$ cat config.mk
export PLATFORM = sky130hd
export DESIGN_NAME = multicycle_control_unit
export DESIGN_NICKNAME = d
export VERILOG_FILES = /design/src/rtl/multicycle_control_unit.sv
export SDC_FILE = /design/constraint.sdc
export NUM_CORES = 1
export LEC_CHECK = 0
export ABC_CLOCK_PERIOD_IN_PS = 3420
export CAP_MARGIN = 30
export CORE_MARGIN = 3
export CORE_UTILIZATION = 65
export CTS_CLUSTER_DIAMETER = 200
export DETAILED_ROUTE_END_ITERATION = 10
export DONT_BUFFER_PORTS = 1
export PLACE_DENSITY = 0.81
export SLEW_MARGIN = 0
export SYNTH_ARGS = -nofsm -noshare
export SYNTH_HDL_FRONTEND = slang
export SYNTH_SLANG_ARGS = --single-unit
$ cat constraint.sdc
create_clock -name clk -period 3.42 [get_ports clk]
set_input_delay 0.342 -clock clk [delete_from_list [all_inputs] [get_ports clk]]
set_output_delay 0.342 -clock clk [all_outputs]
set_load 0.05 [all_outputs]
$ cat src/rtl/multicycle_control_unit.sv
// Moore control FSM for the multicycle MIPS datapath; optional BEQ support under `CONTROL_BRANCH_EN.
// Latency: LW 5, SW/R-type/ADDI 4, BEQ 3, unsupported 3 cycles; outputs decode from registered state.
// No backpressure: advances every cycle, synchronous active-high reset returns to FETCH.
module multicycle_control_unit #(
    parameter int CNT_WIDTH = 16
) (
    input  logic                 clk,
    input  logic                 reset,
    input  logic [5:0]           OP,
    input  logic [5:0]           Funct,
    input  logic                 Zero,
    output logic                 PCWrite,
    output logic                 IorD,
    output logic                 MemWrite,
    output logic                 IRWrite,
    output logic                 RegDst,
    output logic                 MemtoReg,
    output logic                 RegWrite,
    output logic                 ALUSrcA,
    output logic [1:0]           ALUSrcB,
    output logic [3:0]           ALUControl,
    output logic                 PCSrc,
    output logic [3:0]           state_o,
    output logic                 illegal_o,
    output logic [CNT_WIDTH-1:0] instr_cnt_o
);

    typedef enum logic [3:0] {
        FETCH    = 4'd0,
        DECODE   = 4'd1,
        MEMADR   = 4'd2,
        MEMREAD  = 4'd3,
        MEMWB    = 4'd4,
        MEMWRITE = 4'd5,
        EXECUTE  = 4'd6,
        ALUWB    = 4'd7,
        ADDIEXEC = 4'd8,
        ADDIWB   = 4'd9,
        BRANCH   = 4'd10,
        ILLEGAL  = 4'd11
    } state_t;

    localparam logic [5:0] OP_RTYPE = 6'h00;
    localparam logic [5:0] OP_LW    = 6'h23;
    localparam logic [5:0] OP_SW    = 6'h2B;
    localparam logic [5:0] OP_ADDI  = 6'h08;
    localparam logic [5:0] OP_BEQ   = 6'h04;

    localparam logic [3:0] ALU_AND = 4'b0000;
    localparam logic [3:0] ALU_OR  = 4'b0001;
    localparam logic [3:0] ALU_NOR = 4'b0010;
    localparam logic [3:0] ALU_ADD = 4'b0100;
    localparam logic [3:0] ALU_SUB = 4'b0101;
    localparam logic [3:0] ALU_SLL = 4'b0110;
    localparam logic [3:0] ALU_SRL = 4'b0111;

    state_t     state;
    state_t     next_state;
    logic [3:0] rtype_alu;
    logic       rtype_ok;
    logic [3:0] rtype_alu_q;
    logic       retire;

    // Funct is only trusted in DECODE, so the R-type ALU op is captured there for EXECUTE.
    always_comb begin
        rtype_alu = ALU_ADD;
        rtype_ok  = 1'b1;
        case (Funct)
            6'h20:   rtype_alu = ALU_ADD;
            6'h22:   rtype_alu = ALU_SUB;
            6'h24:   rtype_alu = ALU_AND;
            6'h25:   rtype_alu = ALU_OR;
            6'h27:   rtype_alu = ALU_NOR;
            6'h00:   rtype_alu = ALU_SLL;
            6'h02:   rtype_alu = ALU_SRL;
            default: rtype_ok  = 1'b0;
        endcase
    end

    always_ff @(posedge clk) begin
        if (reset) begin
            state <= FETCH;
        end else begin
            state <= next_state;
        end
    end

    always_comb begin
        next_state = FETCH;
        case (state)
            FETCH: next_state = DECODE;
            DECODE: begin
                case (OP)
                    OP_RTYPE: next_state = rtype_ok ? EXECUTE : ILLEGAL;
                    OP_LW,
                    OP_SW:    next_state = MEMADR;
                    OP_ADDI:  next_state = ADDIEXEC;
`ifdef CONTROL_BRANCH_EN
                    OP_BEQ:   next_state = BRANCH;
`endif
                    default:  next_state = ILLEGAL;
                endcase
            end
            MEMADR:   next_state = (OP == OP_LW) ? MEMREAD : MEMWRITE;
            MEMREAD:  next_state = MEMWB;
            EXECUTE:  next_state = ALUWB;
            ADDIEXEC: next_state = ADDIWB;
            default:  next_state = FETCH;
        endcase
    end

    always_comb begin
        PCWrite    = 1'b0;
        IorD       = 1'b0;
        MemWrite   = 1'b0;
        IRWrite    = 1'b0;
        RegDst     = 1'b0;
        MemtoReg   = 1'b0;
        RegWrite   = 1'b0;
        ALUSrcA    = 1'b0;
        ALUSrcB    = 2'b00;
        ALUControl = 4'b0000;
        PCSrc      = 1'b0;
        if (!reset) begin
            case (state)
                FETCH: begin
                    IRWrite    = 1'b1;
                    ALUSrcB    = 2'b01;
                    ALUControl = ALU_ADD;
                    PCWrite    = 1'b1;
                end
                DECODE: begin
                    ALUSrcB    = 2'b11;
                    ALUControl = ALU_ADD;
                end
                MEMADR, ADDIEXEC: begin
                    ALUSrcA    = 1'b1;
                    ALUSrcB    = 2'b10;
                    ALUControl = ALU_ADD;
                end
                MEMREAD: IorD = 1'b1;
                MEMWB: begin
                    MemtoReg = 1'b1;
                    RegWrite = 1'b1;
                end
                MEMWRITE: begin
                    IorD     = 1'b1;
                    MemWrite = 1'b1;
                end
                EXECUTE: begin
                    ALUSrcA    = 1'b1;
                    ALUControl = rtype_alu_q;
                end
                ALUWB: begin
                    RegDst   = 1'b1;
                    RegWrite = 1'b1;
                end
                ADDIWB: RegWrite = 1'b1;
                // Unreachable without branch support, which is what leaves Zero without effect.
                BRANCH: begin
                    ALUSrcA    = 1'b1;
                    ALUControl = ALU_SUB;
                    PCSrc      = 1'b1;
                    PCWrite    = Zero;
                end
                default: ;
            endcase
        end
    end

    always_ff @(posedge clk) begin
        if (reset) begin
            rtype_alu_q <= ALU_ADD;
        end else if (state == DECODE) begin
            rtype_alu_q <= rtype_alu;
        end
    end

    always_comb begin
        case (state)
            MEMWB, MEMWRITE, ALUWB, ADDIWB, BRANCH: retire = 1'b1;
            default:                               retire = 1'b0;
        endcase
    end

    always_ff @(posedge clk) begin
        if (reset) begin
            illegal_o   <= 1'b0;
            instr_cnt_o <= '0;
        end else begin
            if (next_state == ILLEGAL) begin
                illegal_o <= 1'b1;
            end
            if (retire) begin
                instr_cnt_o <= instr_cnt_o + CNT_WIDTH'(1);
            end
        end
    end

    assign state_o = state;

endmodule

==> results.yml <==
placed_design:
  hpwl_microns: 2720
  post-place-ws_ns: 1.11
  place_inst: 224
  io_buffer_count: 0
  place.gp.congestion: 0.880
drt:
  dr.pass1.iters: 4
  vias: 1572
  wl_met3_microns: 370
  vias_per_cell: 6.89
  top_layer: "met4"
  route.detailed.drc: 0
  routed-wl-met2_microns: 1840
  drtAntennaViolNets: 0
  wl_met1_microns: 1550
  wl_per_cell_microns: 16.7
  drt_iter0_drc: 42
  routed_wl_microns: 3810
grt:
  grt_max_degree: 40
  grt-ovfl-total: 0
  grt_antenna_before_repair: 0
  track_usage: 0.260
  grt_pass1_wl_microns: 5700
  grt_pass1_vias: 1358
die:
  chipWidth_microns: 54.3
  rows: 16
  design.portCount: 51
  die_h_microns: 54.3
  initial_core_util: 0.730
  fp.coreArea_sq_um: 2080
  die_area_sq_um: 2950
critical_path:
  path_cells: "nand2b_4 > nor3_2 > a21o_1"
  worstSetupStartpointType: "register"
  worstPathArrival_ns: 2.35
  path_max_fanout: 14
  cp_slowest_cell: "nor3_2"
  startpoint: "state_o[3]"
  worstSetupPathType: "register to primary output"
  r2r-start: "instr_cnt_o[2]"
  crit_path_end_kind: "primary output"
  max_stage_delay_ns: 0.70
  cp.required_ns: 3.08
logic_synthesis:
  synth.area.top_cells: "dfxtp_1, a21oi_1, or4_1, nor2_1, o31ai_1"
  synth_top_area_frac: 0.316
  synth.most_common_cell: "dfxtp_1"
  synth-seq-cells: 24
  ys_top_cells_by_count: "dfxtp_1, a21oi_1, nor2_1"
  synth.net_count: 212
  avgSynthCellArea_sq_um: 7.75
  synth_area_sq_um: 1520
  synth_top_cell_by_area: "dfxtp_1"
  netlist_instances: 196
  ys_warn_count: 0
  synthFlopType: "dfxtp_1"
  yosysUniqueCellTypes: 45
  synth_edf_count: 0
  async_reset_ff_frac: 0
  ys_seq_area_frac: 0.316
timing:
  finalHoldViolCount: 0
  fin_ws_ns: 0.726
  fmax_mhz: 371
  rsz0062_at_grt: "no"
  finalSetupTns_ns: 0
  setup-violations-final: 0
  post-route-period-util: 0.788
  skew_ns: 0.0131
  max_slew_margin: 0.403
  drv_slew: 0
  min_period_ns: 2.69
  tightest_slew_ns: 0.891
power_and_ir_drop:
  ir_worst_vdd_mv: 0.578
  p_leak_nw: 0.564
  finalPower_w: 0.00130
  p_per_area_nw_per_um2: 769
cts:
  cts_tree: "built"
  clockBufferDepth: 2
  cts_num_sinks: 24
  cts_hold_buffers: 0
  postCtsSetupBuffers: 0
  insertion_delay_ns: 0.32
  root_buffer: "clkbuf_4"
  clk_pin_slew_worst_paths_ns: 0.14
  htree_levels: 1
  cts_buffers: 3
  ctsResizeCount: 0
finish:
  area_delta_synth_final_pct: 11.2
  antenna_cells: 0
  finish.utilization: 0.811
  nNetsFinal: 218
  layoutNonFillerInstCount: 228
  drive_above_1_share: 0.169
job:
  maxCapViolations: 0
worst_hold_path:
  min_from: "reset"
  hold_class: "input port to register"
outcome:
  status: "completed"
[final timing paths]
kind                           to  slack, ns  depth (start not counted)
setup / recovery          PCWrite       0.73                          3
hold / removal     instr_cnt_o[4]       0.06                          1
setup reg to reg  instr_cnt_o[11]       1.10                          4
hold reg to reg    rtype_alu_q[0]       0.57                          2
[power breakdown]
group | total, W | internal [W] | switching (W)
Combinational | 0.000683 | 0.000219 | 0.000464
Sequential | 0.000408 | 0.000313 | 0.0000949
Clock | 0.000207 | 0.000119 | 0.0000889
Total | 0.00130 | 0.000651 | 0.000648
[logic make-up (layout without fill, tap and decap cells)]
| logic type | after synthesis | after routing | synth area share |
|---|---|---|---|
| and+or+nand+nor | 95 | 95 | 0.358 |
| AOI/OAI and AO/OA | 51 | 51 | 0.213 |
| DFF | 24 | 24 | 0.316 |
| buffers and inverters | 16 | 21 | 0.0502 |
| xor gates and xnor gates | 4 | 4 | 0.0231 |
| muxes | 4 | 4 | 0.0288 |
| adders and majority gates | 1 | 1 | 0.00824 |
| other | 1 | 1 | 0.00247 |
[flip-flops by register name, summed over array words and instances, names as in the netlist]
| signal | cells |
|---|---|
| rtype_alu_q | 3 |
| state_o | 4 |
| illegal_o | 1 |
| instr_cnt_o | 16 |
[layout make-up]
class / count / area, sq um
inverter: 2 / 7.51
clock buffer: 3 / 22.5
timing repair buffer: 15 / 113
multi-input combinational: 156 / 1000
fill: 154 / 393
tap: 27 / 33.8
sequential: 24 / 480
clock inverter: 1 / 30.0
[through the flow]
stage | hold WS (ns) | cell area (sq um)
5_1_grt | 0.0465 | 1690
3_5_place_dp | 0.416 | 1640
4_1_cts | 0.0646 | 1690
3_3_place_gp | 0.414 | 1640
6_report | 0.0609 | 1690
2_1_floorplan | 0.477 | 1520
[per-layer routing]
layer	up-vias	track usage
met5	-	0
met4	0	0.0871
met3	8	0.0926
met2	77	0.440
met1	738	0.302
li1	749	-
[layout by cell type, fill, tap and decap left out, drive strengths merged, types with 3 or more instances in the layout]
cell and count:
and3 3, nor4 3, nand2 9, or3 3
o31ai 8, dfxtp 24, nor2 19, or4 10
nand2b 8, o22ai 4, nor3 10, a21oi 20
or2 3, mux2 3, clkbuf 3, o21ai 6
nor2b 4, xnor2 4, buf 15, nand3 8
nand4 3
[worst max-delay path: cells and delay by family, from the launching register on]
kind             cells  cell delay, ns
AND/OR/NAND/NOR      2            0.85
flip-flops           1            0.67
AO/OA/AOI/OAI        1            0.50
(Power assumes the default switching activity.)
